--- config.mk ---
export PLATFORM = sky130hd
export DESIGN_NAME = result_transmitter
export DESIGN_NICKNAME = d
export VERILOG_FILES = /design/src/rtl/matmul_pkg.sv /design/src/rtl/tx_byte_handshake.sv /design/src/rtl/result_transmitter.sv
export SDC_FILE = /design/constraint.sdc
export NUM_CORES = 1
export LEC_CHECK = 0
export ABC_CLOCK_PERIOD_IN_PS = 7800
export BUFFER_PORTS_ARGS = -buffer_cell sky130_fd_sc_hd__buf_2
export CORE_MARGIN = 2
export CORE_UTILIZATION = 40
export CTS_BUF_LIST = sky130_fd_sc_hd__clkbuf_2
export DETAILED_ROUTE_END_ITERATION = 10
export REMOVE_ABC_BUFFERS = 1
export SLEW_MARGIN = 20
export SYNTH_ARGS = -nofsm -noshare
export SYNTH_HDL_FRONTEND = slang
export SYNTH_SLANG_ARGS = --single-unit
--- constraint.sdc ---
create_clock -name clk -period 7.8 [get_ports clk]
set_input_delay 1.17 -clock clk [delete_from_list [all_inputs] [get_ports clk]]
set_output_delay 1.17 -clock clk [all_outputs]
set_load 0.01 [all_outputs]
--- src/rtl/matmul_pkg.sv ---
// Shared matmul definitions: default geometry, transmitter FSM encodings, UART byte width.
// RESULT_TX_CHECKSUM_EN adds the checksum state to the transmitter encoding.
package matmul_pkg;

    localparam int unsigned DEF_DATA_W = 16;
    localparam int unsigned DEF_MAX_N  = 8;
    localparam int unsigned DEF_ADDR_W = 6;
    localparam int unsigned UART_W     = 8;

    typedef enum logic [2:0] {
        ST_IDLE,
        ST_READ,
        ST_CAPTURE,
        ST_SEND,
        ST_WAIT,
`ifdef RESULT_TX_CHECKSUM_EN
        ST_CKSUM,
`endif
        ST_DONE
    } tx_state_e;

    typedef enum logic [1:0] {
        HS_IDLE,
        HS_STALL,
        HS_ACK,
        HS_WAIT
    } hs_state_e;

    // Requested matrix dimension limited to what the buffer holds.
    function automatic logic [3:0] clamp_size(input logic [3:0] size, input int unsigned max_n);
        return (32'(size) > max_n) ? 4'(max_n) : size;
    endfunction

endpackage

--- src/rtl/tx_byte_handshake.sv ---
// One-byte tx_start/tx_busy handshake: waits for a free UART, pulses tx_start,
// waits for busy to rise (2-cycle timeout) and fall, then pulses byte_done.
module tx_byte_handshake
    import matmul_pkg::*;
(
    input  logic              clk,
    input  logic              rst,
    input  logic              send,
    input  logic [UART_W-1:0] tx_byte,
    input  logic              tx_busy,
    output logic              byte_done,
    output logic              tx_start,
    output logic [UART_W-1:0] tx_data
);

    hs_state_e         state;
    logic [UART_W-1:0] pend;
    logic              ack_cnt;

    always_ff @(posedge clk) begin
        if (rst) begin
            state     <= HS_IDLE;
            pend      <= '0;
            ack_cnt   <= 1'b0;
            byte_done <= 1'b0;
            tx_start  <= 1'b0;
            tx_data   <= '0;
        end else begin
            tx_start  <= 1'b0;
            byte_done <= 1'b0;
            case (state)
                HS_IDLE: begin
                    if (send) begin
                        if (!tx_busy) begin
                            tx_start <= 1'b1;
                            tx_data  <= tx_byte;
                            ack_cnt  <= 1'b0;
                            state    <= HS_ACK;
                        end else begin
                            pend  <= tx_byte;
                            state <= HS_STALL;
                        end
                    end
                end
                HS_STALL: begin
                    if (!tx_busy) begin
                        tx_start <= 1'b1;
                        tx_data  <= pend;
                        ack_cnt  <= 1'b0;
                        state    <= HS_ACK;
                    end
                end
                // A UART that never raises busy is treated as having taken the byte.
                HS_ACK: begin
                    if (tx_busy || ack_cnt) begin
                        state <= HS_WAIT;
                    end else begin
                        ack_cnt <= 1'b1;
                    end
                end
                HS_WAIT: begin
                    if (!tx_busy) begin
                        byte_done <= 1'b1;
                        state     <= HS_IDLE;
                    end
                end
                default: state <= HS_IDLE;
            endcase
        end
    end

endmodule

--- src/rtl/result_transmitter.sv ---
// Streams the N x N result matrix row-major, MSB byte first, to the UART TX.
// RESULT_TX_CHECKSUM_EN appends an XOR-of-all-data-bytes checksum byte.
module result_transmitter
    import matmul_pkg::*;
#(
    parameter int unsigned DATA_W = DEF_DATA_W,
    parameter int unsigned MAX_N  = DEF_MAX_N,
    parameter int unsigned ADDR_W = DEF_ADDR_W
) (
    input  logic              clk,
    input  logic              rst,
    input  logic              start,
    input  logic [3:0]        matrix_size,
    output logic              rd_en,
    output logic [ADDR_W-1:0] rd_addr,
    input  logic [DATA_W-1:0] rd_data,
    input  logic              tx_busy,
    output logic              tx_start,
    output logic [7:0]        tx_data,
    output logic              busy,
    output logic              done
);

    localparam int unsigned BPE        = DATA_W / UART_W;
    localparam int unsigned BYTE_IDX_W = (BPE > 1) ? $clog2(BPE) : 1;
    localparam int unsigned ELEM_W     = $clog2(MAX_N * MAX_N + 1);
`ifdef RESULT_TX_CHECKSUM_EN
    localparam tx_state_e   AFTER_DATA = ST_CKSUM;
`else
    localparam tx_state_e   AFTER_DATA = ST_DONE;
`endif

    tx_state_e             state;
    logic [DATA_W-1:0]     shift_reg;
    logic [BYTE_IDX_W-1:0] byte_idx;
    logic [ELEM_W-1:0]     elem_idx;
    logic [ELEM_W-1:0]     elem_total;
    logic [3:0]            n_c;
    logic                  send_c;
    logic [UART_W-1:0]     byte_c;
    logic                  byte_done;
`ifdef RESULT_TX_CHECKSUM_EN
    logic [UART_W-1:0]     cksum;
    logic                  cksum_phase;
`endif

    assign n_c = clamp_size(matrix_size, MAX_N);

    // First byte of an element comes straight from rd_data to save a cycle.
    always_comb begin
        send_c = 1'b0;
        byte_c = shift_reg[DATA_W-1 -: UART_W];
        case (state)
            ST_CAPTURE: begin
                send_c = 1'b1;
                byte_c = rd_data[DATA_W-1 -: UART_W];
            end
            ST_SEND: send_c = 1'b1;
`ifdef RESULT_TX_CHECKSUM_EN
            ST_CKSUM: begin
                send_c = 1'b1;
                byte_c = cksum;
            end
`endif
            default: ;
        endcase
    end

    always_ff @(posedge clk) begin
        if (rst) begin
            state      <= ST_IDLE;
            shift_reg  <= '0;
            byte_idx   <= '0;
            elem_idx   <= '0;
            elem_total <= '0;
            rd_en      <= 1'b0;
            rd_addr    <= '0;
            busy       <= 1'b0;
            done       <= 1'b0;
`ifdef RESULT_TX_CHECKSUM_EN
            cksum       <= '0;
            cksum_phase <= 1'b0;
`endif
        end else begin
            rd_en <= 1'b0;
            done  <= 1'b0;
            case (state)
                ST_IDLE: begin
                    if (start) begin
                        busy       <= 1'b1;
                        elem_idx   <= '0;
                        byte_idx   <= '0;
                        elem_total <= ELEM_W'(n_c) * ELEM_W'(n_c);
`ifdef RESULT_TX_CHECKSUM_EN
                        cksum       <= '0;
                        cksum_phase <= 1'b0;
`endif
                        if (n_c == 4'd0) begin
                            state <= AFTER_DATA;
                        end else begin
                            rd_en   <= 1'b1;
                            rd_addr <= '0;
                            state   <= ST_READ;
                        end
                    end
                end
                ST_READ: state <= ST_CAPTURE;
                ST_CAPTURE: begin
                    shift_reg <= rd_data;
                    byte_idx  <= '0;
`ifdef RESULT_TX_CHECKSUM_EN
                    cksum <= cksum ^ byte_c;
`endif
                    state <= ST_WAIT;
                end
                ST_SEND: begin
`ifdef RESULT_TX_CHECKSUM_EN
                    cksum <= cksum ^ byte_c;
`endif
                    state <= ST_WAIT;
                end
                ST_WAIT: begin
                    if (byte_done) begin
`ifdef RESULT_TX_CHECKSUM_EN
                        if (cksum_phase) state <= ST_DONE;
                        else
`endif
                        if (byte_idx < BYTE_IDX_W'(BPE - 1)) begin
                            shift_reg <= shift_reg << UART_W;
                            byte_idx  <= byte_idx + BYTE_IDX_W'(1);
                            state     <= ST_SEND;
                        end else if ((elem_idx + ELEM_W'(1)) < elem_total) begin
                            elem_idx <= elem_idx + ELEM_W'(1);
                            rd_en    <= 1'b1;
                            rd_addr  <= ADDR_W'(elem_idx + ELEM_W'(1));
                            state    <= ST_READ;
                        end else begin
                            state <= AFTER_DATA;
                        end
                    end
                end
`ifdef RESULT_TX_CHECKSUM_EN
                ST_CKSUM: begin
                    cksum_phase <= 1'b1;
                    state       <= ST_WAIT;
                end
`endif
                ST_DONE: begin
                    done  <= 1'b1;
                    busy  <= 1'b0;
                    state <= ST_IDLE;
                end
                default: state <= ST_IDLE;
            endcase
        end
    end

    tx_byte_handshake u_hs (
        .clk       (clk),
        .rst       (rst),
        .send      (send_c),
        .tx_byte   (byte_c),
        .tx_busy   (tx_busy),
        .byte_done (byte_done),
        .tx_start  (tx_start),
        .tx_data   (tx_data)
    );

endmodule

==> results of run 1 <==
[final cells by class]
class	count	area, um2
Clock inverter	6	133
Timing Repair Buffer	43	220
Sequential cell	63	1260
Clock buffer	10	50.0
Fill cell	725	3830
Tap cell	99	124
Multi-Input combinational cell	274	1680
Inverter	8	30.0
[worst min path at each step]
stage | startpoint | endpoint | slack [ps]
5_1_grt | elem_total[6]$_SDFFE_PP0P_ | elem_total[6]$_SDFFE_PP0P_ | 480
4_1_cts | rd_addr[2]$_SDFFE_PP0P_ | rd_addr[2]$_SDFFE_PP0P_ | 470
3_3_place_gp | elem_total[2]$_SDFFE_PP0P_ | elem_total[2]$_SDFFE_PP0P_ | 440
6_report | rd_addr[2]$_SDFFE_PP0P_ | rd_addr[2]$_SDFFE_PP0P_ | 470
3_5_place_dp | rd_addr[2]$_SDFFE_PP0P_ | rd_addr[2]$_SDFFE_PP0P_ | 450
2_1_floorplan | elem_total[2]$_SDFFE_PP0P_ | elem_total[2]$_SDFFE_PP0P_ | 430
[placed cells by master (no fill, tap or decap), types with 2 or more instances in the layout]
| master | n |
|---|---|
| a211oi_1 | 10 |
| dfxtp_1 | 63 |
| nand2_1 | 59 |
| xor2_1 | 4 |
| nor4_1 | 4 |
| inv_1 | 8 |
| buf_2 | 41 |
| nor3_1 | 6 |
| o31ai_1 | 2 |
| nor2b_1 | 4 |
| a22oi_1 | 8 |
| xnor2_1 | 3 |
| buf_4 | 2 |
| nand3_1 | 6 |
| and2_1 | 4 |
| nand2b_1 | 4 |
| nand3b_1 | 4 |
| a311oi_1 | 10 |
| o21ai_0 | 18 |
| conb_1 | 2 |
| bufinv_16 | 4 |
| clkbuf_2 | 10 |
| nor2_1 | 42 |
| and3_1 | 3 |
| ha_1 | 13 |
| a21oi_1 | 25 |
| or3_1 | 3 |
| mux2i_1 | 16 |
| nor3b_1 | 2 |
| or3b_1 | 3 |
[metal layers]
metal	global-route usage (%)	wire length [um]	part of all wire, %	up-vias
li1	-	-	-	1355
met1	24.6	3560	52	1174
met2	25.5	2920	42	48
met3	3.82	267	3.9	10
met4	8.84	131	1.9	0
met5	0	0	0	-
[power by group through the flow]
stage | Clock [W] | Sequential (W) | Combinational [W]
floorplan | 0 | 0.000379 | 0.000147
global placement | 0 | 0.000382 | 0.000200
detailed placement | 0 | 0.000384 | 0.000201
CTS | 0.000299 | 0.000377 | 0.000203
global route | 0.000314 | 0.000383 | 0.000231
finish | 0.000295 | 0.000377 | 0.000202
[through the flow]
stage	cell area [um2]	setup WS, ps	instances	util, %
global route	3500	4460	503	47.7
CTS	3500	4820	503	47.7
global placement	3310	4950	487	45.2
detailed placement	3310	4900	487	45.2
floorplan	2970	4930	345	-
finish	3500	4840	503	47.7
[logic make-up (layout without fill, tap and decap cells)]
group / Yosys count / in the layout / synth area share [%]
xor+xnor: 7 / 7 / 2.00
buf+inv: 30 / 67 / 4.29
simple gates: 150 / 150 / 23.0
mux: 16 / 16 / 5.23
other cells: 1 / 2 / 0.122
fa+ha+maj: 14 / 14 / 5.96
flops: 63 / 63 / 41.2
compound gates: 85 / 85 / 18.3
[critical path, delay by kind of cell, from the launching register on]
family,cells,cell delay [ps]
AND/OR/NAND/NOR,3,460
AO/OA/AOI/OAI,4,1260
flip-flops,1,460
XOR/XNOR,1,220
adder cells (fa/ha/maj),2,500
==> key figures, run 1 <==
Run status
  – Outcome: complete, no violations

Yosys
  – Top FF cell, synth: dfxtp_1
  – Mapped cell area: 0.00306 mm2
  – Ranking of synthesized cells by area: dfxtp_1 (41%), nand2_1 (7.2%), ha_1 (5.3%)
  – Sequential element share of the synthesized area: 41.2%
  – Post-synth EDFFs: 0
  – Post-synth top cells: dfxtp_1 (63), nand2_1 (59), nor2_1 (42)
  – Unique masters post-synth: 47
  – Area leader, netlist: dfxtp_1
  – Synth top area share: 41.2%
  – FFs w/ async S/R, synth: 0%
  – Post-Synthesis Cells: 366
  – Post-Syn Area per Cell: 8.37 um2
  – Most frequent cell after synthesis: dfxtp_1
  – Synth warnings: 0
  – Seq cells post-synth: 63

Power
  – Power per Cell Area: 250 mW/mm2
  – Clock power share: 33.7%
  – Switching Share: 31.3%
  – Final Power: 0.000874 W
  – Leakage: 1.36 nW
  – Sw Pwr: 0.000273 W
  – Sequential share of power: 43.1%
  – Comb pwr share: 23.2%
  – Cell Int Power: 0.000600 W
  – Max IR drop VDD: 0.107 mV

Floorplanning
  – I/O pins: 42
  – Die H: 91.5 um
  – Starting density of the core: 41.8%
  – Die W: 91.5 um
  – Num rows: 31
  – DIE AREA: 0.00837 mm2
  – Core ar.: 0.00733 mm2

Route
  – Vias: 2587
  – Drt wl/cell: 13.7 um
  – First-pass iteration count of the detailed router: 4
  – Routed wire length: 6880 um
  – DRC Markers: 0
  – Starting DRT DRC Count: 168
  – ANT nets after route: 0
  – Via/cell ratio: 5.14

Worst setup path
  – Critical Path Max Stage Delay: 720 ps
  – Worst setup endpoint: rd_addr[2]$_SDFFE_PP0P_
  – Worst R2R Setup Slack: 4840 ps
  – CP Cell Sequence: ha_1, nand3_1, nor2_1, xor2_1, ha_1, a21oi_1, o21ai_0, o32ai_1, nand3_1, a21oi_1
  – Reg2Reg Depth: 10
  – Reg2reg start: elem_idx[0]$_SDFFE_PP0P_
  – WP data arrival: 3400 ps
  – Worst Setup End Kind: flip-flop
  – Slowest cell on crit path: o32ai_1
  – Crit Path Class: reg -> reg
  – Crit path launch: elem_idx[0]$_SDFFE_PP0P_
  – CP startpoint kind: flip-flop
  – Worst-path maximum fanout: 6
  – R2r endpoint: rd_addr[2]$_SDFFE_PP0P_
  – CP required: 8240 ps

STA
  – Fin Hold WS: 470 ps
  – Max Fclk: 338 MHz
  – Sum of negative setup slack: 0 ps
  – Period utilisation layout: 38.0%
  – Worst-Margin Slew: 722 ps
  – Final Skew: 27.3 ps
  – Pins Over Slew Limit: 0
  – # setup viols final: 0
  – Final min period: 2960 ps
  – RSZ-0062 raised after global routing: false
  – Final number of hold-violating endpoints: 0
  – Slew headroom: 51.4%

GRT
  – Vias in the first global route: 2481
  – Overall routing resource usage: 17.6%
  – Largest net degree at the start of global routing: 67
  – Grt total ovfl: 0
  – Global-route wire length before repair: 11900 um
  – Initial antenna violation count: 0

Final layout
  – Area Overhead vs Synth: 14.2%
  – Max reg flops: 16
  – Layout cells sized above 1: 16.6%
  – N_diodes: 0
  – Nets: 437

Clock network
  – CTS Sinks: 63
  – Post-CTS Setup Bufs: 0
  – CTS Root Cell: clkbuf_2
  – TritonCTS clock tree: done
  – Latest clock arrival within the worst-skew pair: 510 ps
  – CTS HTree Levels: 3
  – Post-cts resize count: 0
  – Number of buffers created by CTS: 9
  – Clock buffer depth: 2
  – Hold buffers post-CTS: 0
  – Clk pin slew, worst setup/hold paths: 180 ps

Place
  – Gpl congestion: 0.864
  – Number of port buffers: 41
  – Hpwl dp: 4580 um

Worst hold path
  – Hold path depth: 2
  – Worst Hold Class: reg -> reg

Run
  – Max-cap violations: 0
No activity file was read; power rests on OpenSTA's default activity.
==> inputs of run 2 (changes only) <==
Settings changed: ABC_AREA from default to 1, ABC_CLOCK_PERIOD_IN_PS 7800 to 3010.
Clock period 7.8 ns to 3.01 ns, I/O delays scaled along.
==> run 2 against run 1 <==
  * Final area is 4.8% higher
  * Global-route usage is 0.53 points lower
  * Worst hold slack worse by 270 ps
  * Clock skew is 1.9 ps lower
  * Sequential share of layout area is 1.7 points lower
  * Critical path depth is 7 higher
  * First-iteration DRC count is 16% lower
  * Setup slack worse by 4500 ps
  * Synthesized cell count is 28% higher
  * Flip-flop and latch count stayed put
  * Largest power group is now combinational logic
==> key figures, run 2 <==
Run status
  – Outcome: complete, no violations

Floorplanning
  – Core ar.: 0.00809 mm2 (+10%)
  – Starting density of the core: 40.8% (-0.95 points)
  – I/O pins: 42 (unchanged)
  – Die W: 94.9 um (+3.7%)
  – Die H: 94.9 um (+3.7%)
  – Num rows: 33 (+6.5%)
  – DIE AREA: 0.00900 mm2 (+7.5%)

STA
  – Final worst slack: 385 ps (-4450 ps)
  – Slew headroom: 62.6% (+11 points)
  – Worst-Margin Slew: 561 ps (-161 ps)
  – Sum of negative setup slack: 0 ps (unchanged)
  – Pins Over Slew Limit: 0 (unchanged)
  – # setup viols final: 0 (unchanged)
  – RSZ-0062 raised after global routing: false
  – Final Skew: 25.4 ps (-1.93 ps)
  – Final number of hold-violating endpoints: 0 (unchanged)
  – Period utilisation layout: 87.2% (+49 points)
  – Max Fclk: 381 MHz (+13%)
  – Final min period: 2620 ps (-336 ps)
  – Fin Hold WS: 201 ps (-268 ps)

Route
  – DRC Markers: 0 (unchanged)
  – Via/cell ratio: 4.74 (-7.8%)
  – Starting DRT DRC Count: 141 (-16%)
  – First-pass iteration count of the detailed router: 5 (+1)
  – Drt wl/cell: 11.4 um (-17%)
  – Routed wire length: 7070 um (+2.8%)
  – ANT nets after route: 0 (unchanged)
  – Vias: 2941 (+14%)

Yosys
  – Synth top area share: 38.2% (-3.0 points)
  – Post-Synthesis Cells: 470 (+28%)
  – Area leader, netlist: dfxtp_1
  – FFs w/ async S/R, synth: 0% (unchanged)
  – Top FF cell, synth: dfxtp_1
  – Ranking of synthesized cells by area: dfxtp_1 (38%), nand2_1 (14%), nor2_1 (7.5%)
  – Mapped cell area: 0.00330 mm2 (+7.9%)
  – Unique masters post-synth: 36 (-23%)
  – Most frequent cell after synthesis: nand2_1
  – Synth warnings: 0 (unchanged)
  – Post-Syn Area per Cell: 7.03 um2 (-16%)
  – Sequential element share of the synthesized area: 38.2% (-3.0 points)
  – Seq cells post-synth: 63 (unchanged)
  – Post-synth top cells: nand2_1 (122), nor2_1 (66), dfxtp_1 (63)
  – Post-synth EDFFs: 0 (unchanged)

Clock network
  – Clk pin slew, worst setup/hold paths: 190 ps (about the same)
  – CTS HTree Levels: 3 (unchanged)
  – Post-cts resize count: 0 (unchanged)
  – CTS Sinks: 63 (unchanged)
  – Number of buffers created by CTS: 9 (unchanged)
  – Hold buffers post-CTS: 0 (unchanged)
  – CTS Root Cell: clkbuf_2
  – Post-CTS Setup Bufs: 0 (unchanged)
  – TritonCTS clock tree: done
  – Latest clock arrival within the worst-skew pair: 480 ps (-30 ps)
  – Clock buffer depth: 2 (unchanged)

Final layout
  – Util after Layout: 45.3% (-2.4 points)
  – N_diodes: 0 (unchanged)
  – Layout cells sized above 1: 16.5% (-0.079 points)
  – Max reg flops: 16 (unchanged)
  – Number of fillers in the final layout: 885 (+22%)
  – Commonest non-fill, non-tap cells in the layout: nand2_1 (122), nor2_1 (66), dfxtp_1 (63)
  – Commonest non-fill, non-tap cell in the layout: nand2_1
  – Nets: 548 (+25%)
  – Area Overhead vs Synth: 11.0%

GRT
  – Largest net degree at the start of global routing: 32 (-52%)
  – Vias in the first global route: 2687 (+8.3%)
  – Global-route wire length before repair: 12200 um (+2.6%)
  – Overall routing resource usage: 17.1% (-0.53 points)
  – Grt total ovfl: 0 (unchanged)
  – Initial antenna violation count: 0 (unchanged)

Worst hold path
  – HP Start: tx_busy
  – Hold EP: u_hs.byte_done$_SDFF_PP0_
  – Worst Hold Class: in -> reg
  – Hold path depth: 2 (unchanged)

Place
  – Number of port buffers: 41 (unchanged)
  – Hpwl dp: 5100 um (+12%)
  – Gpl congestion: 0.856 (-0.95%)
  – DP Worst Slack: 422 ps (-4480 ps)

Worst setup path
  – CP startpoint kind: flip-flop
  – Reg2reg start: elem_idx[0]$_SDFFE_PP0P_
  – Slowest cell on crit path: dfxtp_1
  – Worst Setup End Kind: flip-flop
  – Worst-path maximum fanout: 11 (+5)
  – R2r endpoint: elem_idx[6]$_SDFFE_PP0P_
  – WP data arrival: 3010 ps (-390 ps)
  – Worst R2R Setup Slack: 390 ps (-4450 ps)
  – CP Cell Sequence: ha_1, nand2_1, inv_1, nand2_1, nor2_1, nand3_1, nand2_1, inv_1, ha_1, nand2_1, inv_1, a21oi_1, nand3_4, nand2_2, inv_1, nor2_1, nor2_1
  – Crit Path Class: reg -> reg
  – Critical Path Max Stage Delay: 470 ps (-250 ps)
  – CP required: 3400 ps (-4840 ps)
  – Reg2Reg Depth: 17 (+7)

Power
  – Sequential share of power: 40.5% (-2.6 points)
  – Power per Cell Area: 780 mW/mm2 (+210%)
  – Leakage: 1.81 nW (+33%)
  – Max IR drop VDD: 0.241 mV (+130%)
  – Comb pwr share: 41.7% (+19 points)
  – Switching Share: 42.6% (+11 points)
  – Sw Pwr: 0.00122 W (+350%)
  – Clock power share: 17.8% (-16 points)
  – Cell Int Power: 0.00164 W (+170%)

Run
  – Max-cap violations: 0 (unchanged)
-- run 2: changes by cell type in the layout (fill, tap and decap cells not counted), moves of 7 or more --
cell,previous run,this run
a21oi_1,25,32
a22oi_1,8,0
a311oi_1,10,0
inv_1,8,51
mux2i_1,16,0
nand2_1,59,122
nand3_1,6,16
nor2_1,42,66
o21ai_0,18,33
o21ai_1,0,7
-- run 2: how the worst max path moves through the flow --
stage / start / to / cells after the start
floorplan: elem_idx[0]$_SDFFE_PP0P_ / elem_idx[6]$_SDFFE_PP0P_ / 17
global placement: elem_idx[0]$_SDFFE_PP0P_ / elem_idx[6]$_SDFFE_PP0P_ / 17
detailed placement: elem_idx[0]$_SDFFE_PP0P_ / elem_idx[6]$_SDFFE_PP0P_ / 17
CTS: elem_idx[0]$_SDFFE_PP0P_ / elem_idx[6]$_SDFFE_PP0P_ / 17
global route: elem_idx[0]$_SDFFE_PP0P_ / elem_idx[6]$_SDFFE_PP0P_ / 17
finish: elem_idx[0]$_SDFFE_PP0P_ / elem_idx[6]$_SDFFE_PP0P_ / 17
-- run 2: final cells by class --
| class | instances | area, um2 | area share (%) |
|---|---|---|---|
| repair buffers | 43 | 220 | 6.00 |
| clock inverters | 7 | 62.6 | 1.71 |
| inverters | 57 | 216 | 5.90 |
| well taps | 105 | 131 | 3.58 |
| clock buffers | 9 | 45.0 | 1.23 |
| multi-input cells | 336 | 1730 | 47.2 |
| flip-flops and latches | 63 | 1260 | 34.4 |
-- run 2: per-layer routing --
metal / up-vias / GRT usage (%) / wire, um
met5: - / 0 / 0
met4: 0 / 7.00 / 118
met3: 8 / 3.11 / 324
met2: 58 / 26.1 / 3020
met1: 1298 / 23.8 / 3610
li1: 1577 / - / -
-- run 2: cells by family after synthesis --
kind of cell	after synthesis	synth area share, %
xor gates and xnor gates	4	1.06
other	1	0.113
DFF	63	38.2
adders and majority gates	14	5.53
AOI/OAI and AO/OA	83	13.8
buffers and inverters	72	9.58
and+or+nand+nor	233	31.7
-- run 2: through the flow --
| stage | std cells | power, W | instance area, um2 |
|---|---|---|---|
| floorplan | 456 | 0.00207 | 3210 |
| global placement | 604 | 0.00235 | 3560 |
| detailed placement | 604 | 0.00238 | 3560 |
| CTS | 620 | 0.00289 | 3670 |
| global route | 620 | 0.00314 | 3670 |
| finish | 620 | 0.00286 | 3670 |
-- run 2: critical path, delay by kind of cell, from the launching register on --
| kind | cells | cell delay [ps] |
|---|---|---|
| buf+inv | 4 | 260 |
| fa+ha+maj | 2 | 480 |
| flops | 1 | 470 |
| compound gates | 1 | 250 |
| simple gates | 10 | 1070 |
-- run 2: power by group through the flow --
| stage | sequential (W) | combinational (W) | clock (W) |
|---|---|---|---|
| after floorplan | 0.00119 | 0.000882 | 0 |
| after global placement | 0.00117 | 0.00118 | 0 |
| after detailed placement | 0.00118 | 0.00120 | 0 |
| after CTS | 0.00116 | 0.00121 | 0.000528 |
| after global routing | 0.00119 | 0.00140 | 0.000558 |
| final | 0.00116 | 0.00119 | 0.000509 |
==> inputs of run 3 (changes only) <==
==> constraint.sdc (replaced) <==
create_clock -name clk -period 3.01 [get_ports clk]
set_input_delay 0.301 -clock clk [delete_from_list [all_inputs] [get_ports clk]]
set_output_delay 0.301 -clock clk [all_outputs]
set_load 0.01 [all_outputs]
==> run 3 against run 2 <==
  * Setup slack improved by 67 ps
  * Final cell count down 0.16%
  * Sequential power barely moved
  * Worst hold slack lost 150 ps
  * Register-to-register slack improved by 70 ps
==> key figures, run 3 (synthesis results as in run 2) <==
Power
  – Leakage: 1.79 nW (-1.2%)
  – Max IR drop VDD: 0.228 mV (-5.4%)
  – Power per Cell Area: 763 mW/mm2 (-2.2%)

Worst setup path
  – Critical Path Max Stage Delay: 470 ps (about the same)
  – Crit path max-delay family: simple AND/OR/NAND/NOR gates
  – R2r endpoint: elem_idx[1]$_SDFFE_PP0P_
  – Reg2reg start: elem_idx[0]$_SDFFE_PP0P_
  – Buf/Inv on CP: 4 (unchanged)
  – Worst-path maximum fanout: 11 (unchanged)
  – Slowest cell on crit path: dfxtp_1
  – Crit Path Class: reg -> reg
  – CP startpoint kind: flip-flop
  – CP Cell Sequence: ha_1, nand2_1, inv_1, nand2_1, nor2_1, nand3_1, nand2_1, inv_1, ha_1, nand2_1, inv_1, a21oi_2, nand3_4, nand2_2, inv_1, nor2_1, nor2_1
  – Reg2Reg Depth: 17 (unchanged)
  – Worst R2R Setup Slack: 450 ps (+70 ps)
  – Worst Setup End Kind: flip-flop
  – WP data arrival: 2930 ps (-80 ps)
  – CP required: 3380 ps (-20 ps)

Clock network
  – TritonCTS clock tree: done
  – CTS Root Cell: clkbuf_2
  – Clock buffer depth: 2 (unchanged)
  – Post-CTS Setup Bufs: 0 (unchanged)
  – Clk pin slew, worst setup/hold paths: 160 ps (-30 ps)
  – CTS HTree Levels: 3 (unchanged)
  – Latest clock arrival within the worst-skew pair: 490 ps (about the same)
  – CTS Sinks: 63 (unchanged)
  – Number of buffers created by CTS: 9 (unchanged)

Worst hold path
  – Hold path depth: 2 (unchanged)
  – Worst Hold Class: in -> reg
  – HP Start: tx_busy
  – Hold EP: u_hs.byte_done$_SDFF_PP0_

Floorplanning
  – Die W: 94.9 um (unchanged)
  – Num rows: 33 (unchanged)
  – Core ar.: 0.00809 mm2 (unchanged)
  – Die H: 94.9 um (unchanged)
  – Starting density of the core: 40.8% (unchanged)
  – DIE AREA: 0.00900 mm2 (unchanged)
  – I/O pins: 42 (unchanged)

STA
  – Period utilisation layout: 85.0% (-2.2 points)
  – Worst-Margin Slew: 980 ps (+419 ps)
  – Final number of hold-violating endpoints: 0 (unchanged)
  – Max Fclk: 391 MHz (+2.6%)
  – Sum of negative setup slack: 0 ps (unchanged)
  – Pins Over Slew Limit: 0 (unchanged)
  – Final min period: 2560 ps (-67.4 ps)
  – Slew headroom: 34.6% (-28 points)
  – # setup viols final: 0 (unchanged)
  – RSZ-0062 raised after global routing: false
  – Final Skew: 35.8 ps (+10.4 ps)

Run status
  – Outcome: complete, no violations

GRT
  – Initial antenna violation count: 0 (unchanged)
  – Global-route wire length before repair: 12100 um (-0.80%)
  – Largest net degree at the start of global routing: 33 (+3.1%)
  – Grt total ovfl: 0 (unchanged)
  – Vias in the first global route: 2695 (+0.30%)
  – Overall routing resource usage: 17.0% (-0.078 points)

Final layout
  – Max reg flops: 16 (unchanged)
  – Commonest non-fill, non-tap cells in the layout: nand2_1 (122), nor2_1 (66), dfxtp_1 (63)
  – Area Overhead vs Synth: 10.3%
  – Layout cells sized above 1: 16.5% (+0.032 points)
  – Number of fillers in the final layout: 896 (+1.2%)
  – Nets: 547 (-0.18%)
  – N_diodes: 0 (unchanged)
  – Post-route insts no fill: 619 (-0.16%)
  – Commonest non-fill, non-tap cell in the layout: nand2_1

Route
  – Via/cell ratio: 4.77 (+0.57%)
  – Routed wire length: 7060 um (-0.16%)
  – Drt wl/cell: 11.4 um (about the same)
  – Vias: 2953 (+0.41%)
  – DRC Markers: 0 (unchanged)
  – First-pass iteration count of the detailed router: 5 (unchanged)
  – ANT nets after route: 0 (unchanged)
  – Starting DRT DRC Count: 110 (-22%)

Place
  – Dpl cells: 603 (-0.17%)
  – Gpl congestion: 0.832 (-2.8%)
  – Hpwl dp: 5080 um (-0.55%)
  – Number of port buffers: 41 (unchanged)

Run
  – Max-cap violations: 0 (unchanged)
-- run 3: changes by cell type in the layout (fill, tap and decap cells not counted) --
cell        delta
buf_4          -1
a21oi_1        -1
bufinv_16      -1
inv_6          -1
clkbuf_2       +1
clkinv_4       +1
clkinv_2       -2
clkinvlp_4     +2
a21oi_2        +1
-- run 3: metrics by stage --
stage               utilization (%)  area (um2)  setup WS, ps  power (W)  hold slack, ps
finish                         45.0        3640           453    0.00278            56.3
floorplan                         -        3210           690    0.00207             370
CTS                            45.0        3640           356    0.00281            6.24
global placement               43.9        3550           507    0.00235             442
global route                   45.0        3640           115    0.00308            10.1
detailed placement             43.9        3550           367    0.00239             446
-- run 3: final cells by class --
type,count,area (um2),share of cell area (%)
Tap cell,105,131,3.61
Inverter,57,216,5.94
Clock inverter,6,37.5,1.03
Clock buffer,10,50.0,1.37
Sequential cell,63,1260,34.6
Timing Repair Buffer,42,213,5.84
Multi-Input combinational cell,336,1730,47.6
-- run 3: per-layer routing --
layer  vias up  global-route usage (%)  wire (um)  part of all wire, %
met5         -                       0          0                    0
met4         0                    7.25        121                  1.7
met3        11                    3.19        287                  4.1
met2        52                    26.6       3050                   43
met1      1322                    23.0       3610                   51
li1       1568                       -          -                    -
-- run 3: what timing repair did --
action | in CTS | in global routing
gates resized for setup | 0 | 1
hold buffers | 0 | 0
hold endpoints to repair | 0 | 0
setup endpoints to repair | 0 | 1
-- run 3: power by group --
group / internal, W / switching (W)
combinational: 0.000417 / 0.000792
clock: 0.000107 / 0.000306
sequential: 0.00104 / 0.000117
total: 0.00156 / 0.00122
-- run 3: worst max path at each step --
| stage | slack, ps | to | startpoint | cells past startpoint |
|---|---|---|---|---|
| 2_1_floorplan | 690 | elem_idx[6]$_SDFFE_PP0P_ | elem_idx[0]$_SDFFE_PP0P_ | 17 |
| 3_3_place_gp | 510 | elem_idx[6]$_SDFFE_PP0P_ | elem_idx[0]$_SDFFE_PP0P_ | 17 |
| 3_5_place_dp | 370 | elem_idx[6]$_SDFFE_PP0P_ | elem_idx[0]$_SDFFE_PP0P_ | 17 |
| 4_1_cts | 360 | elem_idx[1]$_SDFFE_PP0P_ | elem_idx[0]$_SDFFE_PP0P_ | 17 |
| 5_1_grt | 110 | elem_idx[0]$_SDFFE_PP0P_ | elem_idx[0]$_SDFFE_PP0P_ | 17 |
| 6_report | 450 | elem_idx[1]$_SDFFE_PP0P_ | elem_idx[0]$_SDFFE_PP0P_ | 17 |
